File: src/rtl/frame_window_reader.sv
// Display-side frame buffer reader: maps the VGA raster onto a stored image placed at a
// per-frame offset with integer upscale, mirror and flip. It also delays sync/blank to match
// the BRAM read latency and produces the final 12-bit pixel, with a background fill.
module frame_window_reader #(
  parameter int IMG_W   = 320,
  parameter int IMG_H   = 240,
  parameter int HC_W    = 11,
  parameter int VC_W    = 10,
  parameter int ADDR_W  = 17,
  parameter int PIX_W   = 16,
  parameter int RAM_LAT = 2,
  parameter int GRAY    = 0
) (
  input  logic              clk_in,
  input  logic              rst_n_in,
  input  logic [HC_W-1:0]   hcount_in,
  input  logic [VC_W-1:0]   vcount_in,
  input  logic              hsync_in,
  input  logic              vsync_in,
  input  logic              blank_in,
  input  logic [HC_W-1:0]   x0_in,
  input  logic [VC_W-1:0]   y0_in,
  input  logic [1:0]        scale_in,
  input  logic              mirror_in,
  input  logic              flip_in,
  input  logic [11:0]       bg_in,
  input  logic [PIX_W-1:0]  pixel_in,
  output logic [ADDR_W-1:0] addr_out,
  output logic [11:0]       pixel_out,
  output logic              hsync_out,
  output logic              vsync_out,
  output logic              blank_out,
  output logic              in_window_out,
  output logic              frame_start_out
);

  // Total pipeline depth: address register + BRAM latency + output register.
  localparam int L  = RAM_LAT + 2;
  // Window arithmetic is widened by 3 bits so x4 extents never wrap.
  localparam int XW = HC_W + 3;
  localparam int YW = VC_W + 3;

  // Side-band bit positions within one delay-line stage.
  localparam int SideHs     = 0;
  localparam int SideVs     = 1;
  localparam int SideBlank  = 2;
  localparam int SideWin    = 3;
  localparam int SideOrigin = 4;
  localparam int SW         = 5;

  function automatic logic [1:0] scale_shift(input logic [1:0] code);
    case (code)
      2'b01:   return 2'd1;
      2'b10:   return 2'd2;
      default: return 2'd0;  // 00 and the reserved 11 both mean x1
    endcase
  endfunction

  logic              frame_origin;
  logic [HC_W-1:0]   x0_q, x0_eff;
  logic [VC_W-1:0]   y0_q, y0_eff;
  logic [1:0]        shift_q, shift_eff;
  logic              mirror_q, mirror_eff;
  logic              flip_q, flip_eff;

  logic [XW-1:0]     h_ext, x0_ext, dh, cx, rx;
  logic [YW-1:0]     v_ext, y0_ext, dv, cy, ry;
  logic              in_x, in_y, in_win;
  logic [ADDR_W-1:0] addr_d;

  logic [L-2:0][SW-1:0] side_q;
  logic [SW-1:0]        side_in, side_last;
  logic [11:0]          pixel_d;
  logic                 origin_seen_q;
  logic                 unused_pix;

  assign frame_origin = (hcount_in == '0) && (vcount_in == '0);

  // Shadow config: captured only at pixel (0,0) and held for the rest of the frame
  always_ff @(posedge clk_in or negedge rst_n_in) begin
    if (!rst_n_in) begin
      x0_q     <= '0;
      y0_q     <= '0;
      shift_q  <= 2'd0;
      mirror_q <= 1'b0;
      flip_q   <= 1'b0;
    end else if (frame_origin) begin
      x0_q     <= x0_in;
      y0_q     <= y0_in;
      shift_q  <= scale_shift(scale_in);
      mirror_q <= mirror_in;
      flip_q   <= flip_in;
    end
  end

  // Window test and address generation; pixel (0,0) already sees the new frame's config
  always_comb begin
    x0_eff     = frame_origin ? x0_in : x0_q;
    y0_eff     = frame_origin ? y0_in : y0_q;
    shift_eff  = frame_origin ? scale_shift(scale_in) : shift_q;
    mirror_eff = frame_origin ? mirror_in : mirror_q;
    flip_eff   = frame_origin ? flip_in : flip_q;

    h_ext  = XW'(hcount_in);
    x0_ext = XW'(x0_eff);
    dh     = h_ext - x0_ext;
    in_x   = (h_ext >= x0_ext) && (dh < (XW'(IMG_W) << shift_eff));
    cx     = dh >> shift_eff;
    rx     = mirror_eff ? (XW'(IMG_W - 1) - cx) : cx;

    v_ext  = YW'(vcount_in);
    y0_ext = YW'(y0_eff);
    dv     = v_ext - y0_ext;
    in_y   = (v_ext >= y0_ext) && (dv < (YW'(IMG_H) << shift_eff));
    cy     = dv >> shift_eff;
    ry     = flip_eff ? (YW'(IMG_H - 1) - cy) : cy;

    in_win = in_x && in_y;
    addr_d = '0;
    if (in_win && !blank_in) begin
      addr_d = ADDR_W'(ry) * ADDR_W'(IMG_W) + ADDR_W'(rx);
    end
  end

  assign side_in   = {frame_origin, in_win, blank_in, vsync_in, hsync_in};
  assign side_last = side_q[L-2];

  // Address register plus the shared side-band delay line (L-1 stages before the output reg)
  always_ff @(posedge clk_in or negedge rst_n_in) begin
    if (!rst_n_in) begin
      addr_out <= '0;
      side_q   <= '0;
    end else begin
      addr_out  <= addr_d;
      side_q[0] <= side_in;
      for (int i = 1; i < L - 1; i++) begin
        side_q[i] <= side_q[i-1];
      end
    end
  end

  // Colour selection at the output stage; bg_in is taken live here
  always_comb begin
    pixel_d = '0;
    if (side_last[SideBlank]) begin
      pixel_d = '0;
    end else if (!side_last[SideWin]) begin
      pixel_d = bg_in;
    end else if (GRAY != 0) begin
      pixel_d = {3{pixel_in[PIX_W-1 -: 4]}};
    end else begin
      pixel_d = {pixel_in[15:12], pixel_in[10:7], pixel_in[4:1]};
    end
  end

  // Only some BRAM word bits feed the colour path
  assign unused_pix = ^pixel_in;

  // Output registers; frame_start is edge-detected so it is a single-cycle pulse
  always_ff @(posedge clk_in or negedge rst_n_in) begin
    if (!rst_n_in) begin
      pixel_out       <= '0;
      hsync_out       <= 1'b0;
      vsync_out       <= 1'b0;
      blank_out       <= 1'b0;
      in_window_out   <= 1'b0;
      frame_start_out <= 1'b0;
      origin_seen_q   <= 1'b0;
    end else begin
      pixel_out       <= pixel_d;
      hsync_out       <= side_last[SideHs];
      vsync_out       <= side_last[SideVs];
      blank_out       <= side_last[SideBlank];
      in_window_out   <= side_last[SideWin] && !side_last[SideBlank];
      frame_start_out <= side_last[SideOrigin] && !origin_seen_q;
      origin_seen_q   <= side_last[SideOrigin];
    end
  end

endmodule

File: config.mk
export PLATFORM = sky130hd
export DESIGN_NAME = frame_window_reader
export DESIGN_NICKNAME = d
export VERILOG_FILES = /design/src/rtl/frame_window_reader.sv
export SDC_FILE = /design/constraint.sdc
export NUM_CORES = 1
export LEC_CHECK = 0
export CAP_MARGIN = 20
export CORE_UTILIZATION = 40
export CTS_BUF_LIST = sky130_fd_sc_hd__clkbuf_16
export DETAILED_ROUTE_END_ITERATION = 12
export HOLD_SLACK_MARGIN = 0.03
export PLACE_DENSITY = 0.67
export SETUP_SLACK_MARGIN = 0.3
export SLEW_MARGIN = 10
export SYNTH_ARGS = -nofsm -noshare
export SYNTH_HDL_FRONTEND = slang
export SYNTH_SLANG_ARGS = --single-unit
File: constraint.sdc
create_clock -name clk_in -period 5.2 [get_ports clk_in]
set_input_delay 1.04 -clock clk_in [delete_from_list [all_inputs] [get_ports clk_in]]
set_output_delay 1.04 -clock clk_in [all_outputs]
set_load 0.01 [all_outputs]
Word level (Yosys, flattened, before mapping)
Index checks and enable logic that the tools add are counted.

Register bits after elaboration: 75. Input port bits: 79. Logic and storage cells: 55.

$add $sub $neg: 5. $mul: 1. $lt $le $gt $ge: 4. Eq/ne operators: 2. Shift operators: 4. Muxes and demuxes: 11. Reduce and logical (&&, ||, !) cells: 12.

Operators by type and width (count): 12-bit 2-to-1 mux (2); 17-bit by 14-bit adder with 17-bit output (1); 17-bit 2-to-1 mux (1); 14-bit less-than comparator (1); 14-bit 2-to-1 mux (1); 9-bit by 2-bit << shifter with 14-bit output, first input constant (1); 14-bit by 2-bit right shift with 14-bit output (1); 9-bit by 14-bit subtractor with 14-bit output, first input constant (1); 13-bit less-than comparator (1); 13-bit by 3-bit multiplier with 11-bit output, second input constant (1); 13-bit 2-to-1 mux (1); 8-bit by 2-bit << shifter with 13-bit output, first input constant (1); 13-bit by 2-bit right shift with 13-bit output (1); 8-bit by 13-bit subtractor with 13-bit output, first input constant (1); 11-bit by 11-bit subtractor with 12-bit output (1); 11-bit greater-or-equal comparator (1); 11-bit logical NOT (1); 11-bit 2-to-1 mux (1); 10-bit by 10-bit subtractor with 11-bit output (1); 10-bit greater-or-equal comparator (1); 10-bit logical NOT (1); 10-bit 2-to-1 mux (1); 1-bit logical AND (7); 2-bit case mux with 2 select lines (1); 5 further kinds (8).

Logic depth before layout (Yosys ltp)
Word-level depth: 10. Gate-level depth with buffers: 34. Depth with buffers taken out: 34.

Least setup slack after synthesis
No wires, ideal clock.

Path kind: input to register. Start point: input vcount_in[7]. End point: register addr_out[16]. Setup time: 0.074 ns. Data arrival time: 7.126 ns. Setup slack: -2.000 ns. Stages: 33. Path through: nor4_4 -> and4_4 -> nand2_4 -> buf_1 -> nand2_1 -> nand2_1 -> ha_1 -> fa_1 -> inv_1 -> a21oi_1 -> a2111oi_1 -> a21oi_2 -> xnor2_2 -> nand2_1 -> a31o_1 -> nand2_1 -> nor3_1 -> or4_1 -> ha_1 -> ha_1 -> nor2b_1 -> o21ai_0 -> nand2_1 -> nor2_1 -> nor2_1 -> ha_1 -> nand2_1 -> o21ai_0 -> nand4b_1 -> xnor2_1 -> xnor2_1 -> a2111o_1 -> o21ai_2.

Cells in the longest elaborated chain, start to end: 10. Elaborated cells on any way between the ends: 28.

Ends and longest elaborated chain: start, declared (line 17) `input logic [VC_W-1:0] vcount_in,`; 10-bit logical NOT * (line 77) `assign frame_origin = (hcount_in == '0) && (vcount_in == '0);`; 1-bit logical AND * (line 77); 10-bit 2-to-1 mux *; via y0_eff[0] (line 61) `logic [VC_W-1:0] y0_q, y0_eff;`; 10-bit by 10-bit subtractor with 11-bit output (line 113) `dv = v_ext - y0_ext;`; 13-bit by 2-bit right shift with 13-bit output (line 115) `cy = dv >> shift_eff;`; 8-bit by 13-bit subtractor with 13-bit output (line 116) `ry = flip_eff ? (YW'(IMG_H - 1) - cy) : cy;`; 13-bit 2-to-1 mux (line 116); 13-bit by 3-bit multiplier with 11-bit output (line 121) `addr_d = ADDR_W'(ry) * ADDR_W'(IMG_W) + ADDR_W'(rx);`; 17-bit by 14-bit adder with 17-bit output (line 121); 17-bit 2-to-1 mux * (line 120) `if (in_win && !blank_in) begin`; via addr_d[16] (line 69) `logic [ADDR_W-1:0] addr_d;`; end signal, assigned (line 134) `addr_out <= addr_d;`; end, declared (line 28) `output logic [ADDR_W-1:0] addr_out,`.

Mark *: on every way through the listed nets, which the timed path passes. The rest lies on a longest branch.

Final worst setup path
Start point: input vcount_in[3]. End point: register addr_out[16].

Cells in the longest elaborated chain, start to end: 10. Elaborated cells on any way between the ends: 28.

Ends and longest elaborated chain (line): 10-bit logical NOT (77); 1-bit logical AND (77); 10-bit 2-to-1 mux; 10-bit by 10-bit subtractor with 11-bit output (113); 13-bit by 2-bit right shift with 13-bit output (115); 8-bit by 13-bit subtractor with 13-bit output (116); 13-bit 2-to-1 mux (116); 13-bit by 3-bit multiplier with 11-bit output (121); 17-bit by 14-bit adder with 17-bit output (121); 17-bit 2-to-1 mux * (120); via addr_d[16] (69).

Marked as above.

==> flow_summary_export.csv <==
group,metric,value,unit
power,p_leak,4.55,nW
setup_path,cp.required,5.48,ns
yosys,yosys_most_used_dff,"dfrtp_1",
yosys,synth_area,5720,sq um
yosys,syn-num-nets,753,
grt,grt_overflow,0,
timing,hold_violations,0,
floorplanning,initial_core_util,41.1,%
route,viasPerCell,4.97,
status,status,"finished, violations left",
cells_and_area,antenna_cells,0,
timing,relSlewSlack,37.7,%
setup_path,arrival,6.61,ns
floorplanning,core,13900,sq um
clocking,clockBufferDepth,2,
yosys,yosysSeqAreaShare,32.8,%
timing,setup_tns,-10.25,ns
yosys,yosysWarnings,0,
clocking,cts_root_buf,"clkbuf_16",
timing,fin_ws,-1.14,ns
place,dp_slack,-2.04,ns
timing,min_period,6.34,ns
grt,antenna_found_initial,0,
grt,grt_use_total,23.1,%
cells_and_area,fill_cells,1025,
yosys,ys_ff_latch,75,
setup_path,critPathSlowestCell,"or4_4",
cells_and_area,utilization,67.6,%
cells_and_area,syn2layout_area_growth,64.7,%
route,via_count,5517,
timing,final-setup-viol-count,17,
clocking,h-tree-depth,3,
timing,fin_crit_sh,122,%
grt,grt_max_degree,76,
clocking,cts_buffers,9,
yosys,synth_area_leader_cell,"dfrtp_1",
setup_path,cpPeakStageDelay,0.54,ns
setup_path,endpoint_kind,"register",
clocking,clkLatencyLatePin,0.35,ns
clocking,tritoncts,"done",
place,placed_cell_area,8350,sq um
yosys,synth_most_common_cell,"dfrtp_1",
grt,grt_first_pass_wirelength,26.5,mm
status,violations,"setup timing",
yosys,ys_types,71,
route,ant_nets,0,
floorplanning,die_area,14800,sq um
place,io_buffer_count,108,
power,p_per_area,223,nW/um^2
floorplanning,die_width,122,microns
min_path,hold_path_class,"reg -> reg",
grt,grt_use_met1,28.0,%
route,post-route-drc-count,0,
cells_and_area,drive_gt1_share,39.6,%
cells_and_area,stdcell_area,9420,sq um
route,drtIter0Drc,233,
setup_path,cp-start-kind,"primary input",
route,routed_wl,16.4,mm
timing,worstMarginPinSlew,0.935,ns
floorplanning,fp-row-count,43,
place,dp_hpwl,12.4,mm
route,routedWlPerCell,14.8,microns
flow_run,maxCapViolations,0,
yosys,postSynthAreaPerCell,9.30,sq um
yosys,synth_top_area_share,32.8,%
grt,first_global_vias,5702,
yosys,synthTopCellsByArea,"dfrtp_1, ha_1, mux2i_1, xnor2_1, a21oi_1",
yosys,synth_common_cells,"dfrtp_1, ha_1, inv_1",
yosys,syn_inst,615,
timing,maxSlewViolCount,0,
cells_and_area,multi_input_area,4110,sq um
cells_and_area,nets,1062,
grt,grtUsageMet3,4.07,%
floorplanning,ioPinCount,113,
clocking,cts.reportedPaths.clkPinSlew,0.06,ns
place,dp.cells,1062,
place,gp_congestion,0.909,
cells_and_area,fin_cells,1109,
timing,rsz0062_at_grt,"true",
timing,fin_skew,0.00991,ns
route,firstDrtPassIters,4,
grt,met2_usage,41.0,%
yosys,synth_edf_count,0,
yosys,synth-async-reset-ratio,100,%
cells_and_area,seqCellArea,1880,sq um
setup_path,crit_fanout,6,
clocking,cts_num_sinks,75,
power,ir_drop,0.147,mV
floorplanning,die_y,122,microns
grt,top_usage_layer,"met2",
timing,max_freq,158,MHz
setup_path,critPathKind,"in -> reg",
==> what timing repair did <==
action / CTS / global route
buffers inserted: 21 / 10
hold buffers: 0 / 0
pin swaps: 47 / 43
resized for setup: 132 / 84
endpoints found under the setup margin: 18 / 18
==> metrics by stage <==
stage	total power, mW	hold slack, ns
CTS	2.06	0.346
finish	2.10	0.347
floorplan	1.00	0.331
global placement	1.33	0.332
global route	2.23	0.351
detailed placement	1.34	0.335
==> final timing paths <==
path	start	end	slack [ns]	depth (start not counted)
worst max-delay path	vcount_in[3]	addr_out[16]	-1.14	32
max in group asynchronous	rst_n_in	addr_out[4]	3.76	1
worst min register to register	side_q[8]	side_last[3]	0.35	0
min in group asynchronous	rst_n_in	side_q[9]	0.84	1
worst min-delay path	side_q[8]	side_last[3]	0.35	0
worst max register to register	y0_q[0]	addr_out[16]	0.04	29
==> layout by cell type (no fill, tap or decap), types with 10 or more instances in the layout <==
cell,instances
inv_1,49
o21ai_0,27
buf_4,202
xnor2_1,32
a21o_1,12
mux2i_1,31
ha_1,43
a21oi_2,11
nor2_2,12
nand2_1,42
dfrtp_1,75
clkdlybuf4s50_1,86
xor2_1,10
nor2_1,33
ha_4,11
a21oi_1,26
buf_6,11
o21a_1,10
==> kinds of logic (layout without fill, tap and decap cells) <==
group / count (synthesis) / count (layout) / share of synthesized area, %
flip-flops: 75 / 75 / 32.8
AO/OA/AOI/OAI: 150 / 150 / 17.0
AND/OR/NAND/NOR: 159 / 159 / 14.6
adder cells (fa/ha/maj): 59 / 59 / 13.4
buffers and inverters: 75 / 389 / 5.27
XOR/XNOR: 49 / 49 / 7.76
multiplexers: 48 / 48 / 9.16
==> report_power, final <==
group	internal [mW]	switching [mW]	total, mW	leakage, nW
Clock	0.374	0.263	0.637	0.146
Sequential	0.597	0.00646	0.604	1.01
Combinational	0.483	0.380	0.863	3.40
Total	1.45	0.649	2.10	4.55
==> cell type report <==
| cell class | count | share of cell area [%] |
|---|---|---|
| inverters | 56 | 2.30 |
| clock inverters | 7 | 0.783 |
| repair buffers | 317 | 28.6 |
| flip-flops and latches | 75 | 19.9 |
| well taps | 180 | 2.39 |
| multi-input cells | 465 | 43.6 |
| clock buffers | 9 | 2.39 |
==> metal layers <==
metal | wire length, microns | up-vias | part of all wire (%)
met4 | 317 | 0 | 1.9
met5 | 0 | - | 0
li1 | - | 2780 | -
met2 | 8140 | 118 | 50
met3 | 650 | 23 | 4.0
met1 | 7280 | 2596 | 44
==> critical path, delay by kind of cell <==
kind	cells	cell delay [ns]
AND/OR/NAND/NOR	12	1.83
AO/OA/AOI/OAI	9	1.63
adder cells (fa/ha/maj)	4	1.05
buffers and inverters	4	0.54
XOR/XNOR	2	0.31
multiplexers	1	0.20
==> registers in the layout (all words and copies together) (netlist names) <==
| signal | cells |
|---|---|
| mirror_q | 1 |
| side_q | 10 |
| blank_out | 1 |
| pixel_out | 12 |
| frame_start_out | 1 |
| hsync_out | 1 |
| side_last | 5 |
| addr_out | 17 |
| x0_q | 11 |
| shift_q | 2 |
| in_window_out | 1 |
| y0_q | 10 |
| flip_q | 1 |
| origin_seen_q | 1 |
| vsync_out | 1 |
(Power assumes the default switching activity.)
